**config.mk**
```make
export PLATFORM = sky130hd
export DESIGN_NAME = dsi_lane_packet_arbiter
export DESIGN_NICKNAME = d
export VERILOG_FILES = /design/src/rtl/dsi_arb_pkg.sv /design/src/rtl/dsi_rr_pick.sv /design/src/rtl/dsi_lane_packet_arbiter.sv
export SDC_FILE = /design/constraint.sdc
export NUM_CORES = 1
export LEC_CHECK = 0
export ABC_AREA = 1
export BUFFER_PORTS_ARGS = -buffer_cell sky130_fd_sc_hd__buf_2
export CAP_MARGIN = 25
export CORE_UTILIZATION = 50
export DETAILED_ROUTE_END_ITERATION = 10
export PLACE_DENSITY_LB_ADDON = 0.15
export SYNTH_ARGS = -nofsm -noshare
export SYNTH_HDL_FRONTEND = slang
export SYNTH_SLANG_ARGS = --single-unit
export TNS_END_PERCENT = 30
```
**constraint.sdc**
```tcl
create_clock -name clk -period 1.9 [get_ports clk]
set_clock_uncertainty 0.15 [all_clocks]
set_input_delay 0.285 -clock clk [delete_from_list [all_inputs] [get_ports clk]]
set_output_delay 0.285 -clock clk [all_outputs]
set_load 0.02 [all_outputs]
```
**src/rtl/dsi_arb_pkg.sv**
```systemverilog
// Shared types and constants for the DSI lane packet arbiter.
package dsi_arb_pkg;

    typedef enum logic [1:0] {ARB_IDLE, ARB_DRAIN, ARB_XFER, ARB_GAP} arb_state_t;

    localparam int   ARB_MAX_SRC   = 8;
    localparam int   ARB_CNT_W_DEF = 16;
    localparam logic MODE_LP       = 1'b1;
    localparam logic MODE_HS       = 1'b0;

endpackage

```
**src/rtl/dsi_rr_pick.sv**
```systemverilog
// Combinational round-robin picker: first requester strictly after ptr, wrapping.
module dsi_rr_pick
    import dsi_arb_pkg::*;
#(
    parameter int N     = 2,
    parameter int IDX_W = 1
)
(
    input  logic [N-1:0]     req,
    input  logic [IDX_W-1:0] ptr,
    output logic [N-1:0]     onehot,
    output logic [IDX_W-1:0] idx,
    output logic             found
);

    localparam int unsigned NU = N;

    int unsigned cand;

    always_comb begin
        onehot = '0;
        idx    = '0;
        found  = 1'b0;
        cand   = 0;
        for (int unsigned k = 1; k <= ARB_MAX_SRC; k++) begin
            if (k <= NU) begin
                cand = 32'(ptr) + k;
                if (cand >= NU) cand = cand - NU;
                for (int unsigned i = 0; i < NU; i++) begin
                    if (!found && cand == i && req[i]) begin
                        found     = 1'b1;
                        onehot[i] = 1'b1;
                        idx       = IDX_W'(i);
                    end
                end
            end
        end
    end

endmodule

```
**src/rtl/dsi_lane_packet_arbiter.sv**
```systemverilog
// Packet-atomic round-robin arbiter in front of the lane byte FIFO, with gap, drain and stall watchdog.
// Optional DSI_ARB_STATS_EN adds per-source packet counters and a stall event counter.
module dsi_lane_packet_arbiter
    import dsi_arb_pkg::*;
#(
    parameter int N_SRC = 2,
    parameter int CNT_W = ARB_CNT_W_DEF
)
(
    input  logic               clk,
    input  logic               rst,
    input  logic               enable,
    input  logic [CNT_W-1:0]   gap_cycles,
    input  logic [CNT_W-1:0]   stall_limit,
    input  logic [N_SRC-1:0]   src_valid,
    input  logic [8*N_SRC-1:0] src_data,
    input  logic [N_SRC-1:0]   src_last,
    input  logic [N_SRC-1:0]   src_lp,
    output logic [N_SRC-1:0]   src_ready,
    output logic [7:0]         fifo_wdata,
    output logic               fifo_lp,
    output logic               fifo_write,
    input  logic               fifo_full,
    input  logic               lane_busy,
    output logic [N_SRC-1:0]   grant,
    output logic               busy,
    output logic               err_stall
`ifdef DSI_ARB_STATS_EN
    ,
    output logic [16*N_SRC-1:0] pkt_count,
    output logic [15:0]         stall_count
`endif
);

    localparam int IDX_W = (N_SRC > 1) ? $clog2(N_SRC) : 1;

    arb_state_t       state, state_nxt;
    logic [N_SRC-1:0] grant_q;
    logic [IDX_W-1:0] gidx_q, rr_ptr;
    logic             pkt_lp, last_mode, last_mode_valid;
    logic [CNT_W-1:0] gap_cnt, stall_cnt;

    logic [N_SRC-1:0] pick_oh;
    logic [IDX_W-1:0] pick_idx;
    logic             pick_found;
    logic             sel_lp, g_valid, g_last, wr, pkt_done;
    logic [7:0]       g_data;

    dsi_rr_pick #(.N(N_SRC), .IDX_W(IDX_W)) u_pick (
        .req    (src_valid),
        .ptr    (rr_ptr),
        .onehot (pick_oh),
        .idx    (pick_idx),
        .found  (pick_found)
    );

    always_comb begin
        g_data = '0;
        for (int unsigned i = 0; i < N_SRC; i++) begin
            if (grant_q[i]) g_data = g_data | src_data[8*i +: 8];
        end
    end

    assign sel_lp   = |(src_lp & pick_oh);
    assign g_valid  = |(src_valid & grant_q);
    assign g_last   = |(src_last & grant_q);
    assign wr       = (state == ARB_XFER) && g_valid && !fifo_full;
    assign pkt_done = wr && g_last;
    assign grant    = grant_q;
    assign busy     = (state != ARB_IDLE);

    always_comb begin
        state_nxt  = state;
        src_ready  = '0;
        fifo_write = 1'b0;
        fifo_wdata = '0;
        fifo_lp    = 1'b0;
        err_stall  = 1'b0;
        unique case (state)
            ARB_IDLE: begin
                if (enable && pick_found) begin
                    // A mode switch must wait for the bridge to finish its burst.
                    if (last_mode_valid && (sel_lp != last_mode) && lane_busy) state_nxt = ARB_DRAIN;
                    else                                                     state_nxt = ARB_XFER;
                end
            end
            ARB_DRAIN: begin
                if (!lane_busy) state_nxt = ARB_XFER;
            end
            ARB_XFER: begin
                src_ready  = fifo_full ? '0 : grant_q;
                fifo_write = wr;
                fifo_wdata = g_data;
                fifo_lp    = (pkt_lp == MODE_LP);
                err_stall  = !wr && (stall_limit != '0) && (stall_cnt == stall_limit - CNT_W'(1));
                if (pkt_done) state_nxt = (gap_cycles == '0) ? ARB_IDLE : ARB_GAP;
            end
            ARB_GAP: begin
                if (gap_cnt <= CNT_W'(1)) state_nxt = ARB_IDLE;
            end
            default: state_nxt = ARB_IDLE;
        endcase
    end

    always_ff @(posedge clk) begin
        if (rst) begin
            state           <= ARB_IDLE;
            grant_q         <= '0;
            gidx_q          <= '0;
            rr_ptr          <= IDX_W'(N_SRC - 1);
            pkt_lp          <= MODE_HS;
            last_mode       <= MODE_HS;
            last_mode_valid <= 1'b0;
            gap_cnt         <= '0;
            stall_cnt       <= '0;
        end else begin
            state <= state_nxt;
            case (state)
                ARB_IDLE: begin
                    if (state_nxt != ARB_IDLE) begin
                        grant_q <= pick_oh;
                        gidx_q  <= pick_idx;
                        pkt_lp  <= sel_lp;
                    end
                end
                ARB_XFER: begin
                    if (wr)                 stall_cnt <= '0;
                    else if (stall_cnt != '1) stall_cnt <= stall_cnt + CNT_W'(1);
                    if (pkt_done) begin
                        grant_q         <= '0;
                        rr_ptr          <= gidx_q;
                        last_mode       <= pkt_lp;
                        last_mode_valid <= 1'b1;
                        gap_cnt         <= gap_cycles;
                        stall_cnt       <= '0;
                    end
                end
                ARB_GAP: gap_cnt <= gap_cnt - CNT_W'(1);
                default: ;
            endcase
        end
    end

`ifdef DSI_ARB_STATS_EN
    always_ff @(posedge clk) begin
        if (rst) begin
            pkt_count   <= '0;
            stall_count <= '0;
        end else begin
            for (int unsigned i = 0; i < N_SRC; i++) begin
                if (pkt_done && grant_q[i]) pkt_count[16*i +: 16] <= pkt_count[16*i +: 16] + 16'd1;
            end
            if (err_stall && stall_count != '1) stall_count <= stall_count + 16'd1;
        end
    end
`endif

endmodule

```
==> metrics.yaml <==
status: "finished, violations left"
violations: "negative setup slack"
avgSynthCellArea_um2: 5.78
cp.required_ps: 1460
vdd_ir_drop_max_uv: 413
power.internal_mw: 1.36
synth_simple_gate_area_share_pct: 42.2
nNetsFinal: 759
power_frac_seq_pct: 45.2
ant_nets: 0
clockPowerShare_pct: 32.0
timing.final.crit_share_pct: 109
end_kind: "output port"
synth_top_family_by_area: "simple AND/OR/NAND/NOR gates"
yosysSeqAreaShare_pct: 24.7
rsz0062_at_grt: "yes"
ios: 75
crit_fanout: 2
switching_share_pct: 30.4
muxShareOfSynthArea_pct: 0
mostFrequentLayoutCell: "nand2_1"
dpl.hpwl_um: 7110
final_area_um2: 4390
syn2layout_area_growth_pct: 32.0
place.gp.congestion: 0.944
diodes: 0
synth-xor-area-share_pct: 5.95
tightest_slew_ps: 432
grt_pass1_wl_um: 15900
clockRootBuffer: "clkbuf_8"
power.net_switching_mw: 0.594
drv_slew: 0
core-area_um2: 6390
grt_pass1_vias: 3700
worstHoldPathType: "input pin to register"
slew_headroom_pct: 71.0
crit_arrival_ps: 1640
leakagePower_nw: 2.12
final_hold_viol_count: 0
synthCells: 575
ctsHtreeMaxLevel: 2
hold_depth: 3
fmaxAchievable_mhz: 481
dr.pass1.iters: 5
die_area_um2: 6980
power.density_nw_per_um2: 446
wl_per_cell_um: 12.2
synthAdderAreaFrac_pct: 1.88
cts.clk_slew.worst_paths_ps: 90
pwr-share-comb_pct: 22.8
die_w_um: 83.5
cts-hold-fix-buffers: 0
drc_errors: 0
synth_cell_type_count: 37
period_minus_slack_ps: 2080
overflow: 0
placed_cell_area_um2: 4020
drive_gt1_share_pct: 26.6
setup_slack_ps: -178
gr-usage-all-layers_pct: 27.2
tritoncts.num_buffers: 5
rows: 29
ys.warnings.count: 0
grt_max_degree: 21
vias: 4056
antenna_found_initial: 0
p_total_mw: 1.96
crit_type: "register to output port"
syn_nets: 639
setup_viol: 13
cts_buffer_depth: 2
io_buffer_count: 74
nFillCells: 600
ff2ff_path_depth: 12
cts_tree: "done"
final_cell_mix: "161 x nand2_1, 86 x nor2_1, 69 x inv_1, 61 x buf_2, 51 x buf_4"
synth_compound_area_share_pct: 13.8
start_util_pct: 52.1
clkLatencyLatePin_ps: 300
worst_setup_path_start_kind: "register"
synth-seq-cells: 41
cts.sinks: 41
drtIter0Drc: 345
routed_wl_um: 9440
die_h_um: 83.5
syn_area_um2: 3320
drv.max_cap_violation_count: 0
via_per_inst: 5.25
[state kept, by name (all words and copies together) (netlist names)]
register and count:
gidx_q 1, pkt_lp 1, rr_ptr 1, last_mode 1, stall_cnt 16, state 2, grant 2, gap_cnt 16
last_mode_valid 1
[cell type report]
class	count	area (um^2)	share of cell area (%)
inverters	78	308	7.01
multi-input cells	443	2220	50.6
clock inverters	2	13.8	0.314
flip-flops and latches	41	831	18.9
well taps	77	96.3	2.19
repair inverters	2	13.8	0.314
repair buffers	124	823	18.8
clock buffers	6	82.6	1.88
[what timing repair did]
item | in CTS | in global routing
setup buffers | 6 | 5
endpoints found under the hold margin | 0 | 0
gates resized for setup | 28 | 41
cloned | 1 | 1
setup endpoints to repair | 12 | 34
pin swaps | 9 | 16
[routing by layer]
layer	vias up	part of all wire [%]	routed length, um	global-route usage [%]
met3	11	5.9	561	3.86
li1	2074	-	-	-
met2	151	46	4390	47.2
met4	0	1.2	114	6.16
met1	1820	46	4380	35.9
met5	-	0	0	0
[power groups by stage]
| stage | Sequential, mW | Combinational [mW] | Clock, mW |
|---|---|---|---|
| after floorplan | 0.906 | 0.213 | 0 |
| final | 0.884 | 0.445 | 0.626 |
| after CTS | 0.884 | 0.411 | 0.637 |
| after detailed placement | 0.904 | 0.374 | 0 |
| after global routing | 0.886 | 0.492 | 0.665 |
| after global placement | 0.903 | 0.367 | 0 |
[final timing paths]
kind                             from                        end  slack, ps
hold / removal          gap_cycles[2]    gap_cnt[2]$_SDFFE_PP0P_         70
hold reg to reg   gidx_q$_SDFFE_PP0P_        gidx_q$_SDFFE_PP0P_        330
setup / recovery  state[1]$_SDFF_PP0_                  err_stall       -180
setup reg to reg  state[1]$_SDFF_PP0_  stall_cnt[2]$_SDFFE_PP0P_          0
[cell families (layout without fill, tap and decap cells)]
kind of cell | count (synthesis) | count (layout)
DFF | 41 | 41
AOI/OAI and AO/OA | 83 | 83
xor gates and xnor gates | 21 | 21
buffers and inverters | 91 | 212
adders and majority gates | 5 | 5
and+or+nand+nor | 334 | 334
[critical path, cell delays in order (launching register included)]
cell and delay [ps]:
dfxtp_2 340, inv_2 50, nor2_4 110, nand3_2 80, nor2_2 110, nand2_1 70, nor2_2 90, nand2_1 60
nor2_1 100, nand3_1 120, nor2_4 100, buf_6 120
[Yosys cell counts (all sizes together)]
library cell    n  area share (%)
nand4          12             2.3
o21a            2            0.45
xnor3           1            0.68
nand3          40             6.4
clkbuf          7            0.83
nand2         166              19
o21ai          30             4.7
inv            76             8.7
nand3b          2            0.45
a31oi           3            0.56
buf             6             1.7
a21o            1            0.23
xor2           14             3.7
xnor2           6             1.6
clkinv          2            0.23
ha              5             1.9
o22ai           1            0.19
dfxtp          41              25
o211ai          5             1.1
a211oi          1            0.38
nor3           12             2.1
nor2           99              11
o311ai          1            0.26
a21oi          39             5.9
or2             3            0.56
[through the flow]
| step | instances | util, % | TNS [ps] | setup WS, ps | hold WS [ps] |
|---|---|---|---|---|---|
| finish | 773 | 68.7 | -1390 | -178 | 69.9 |
| global route | 773 | 68.7 | -2890 | -315 | 90.8 |
| CTS | 768 | 66.4 | -735 | -206 | 68.0 |
| detailed placement | 753 | 63.0 | -261 | -261 | 308 |
| global placement | 753 | 63.0 | -238 | -238 | 302 |
| floorplan | 575 | - | 0 | 13.8 | 270 |
Note: power is estimated with default switching activity, not from simulation.
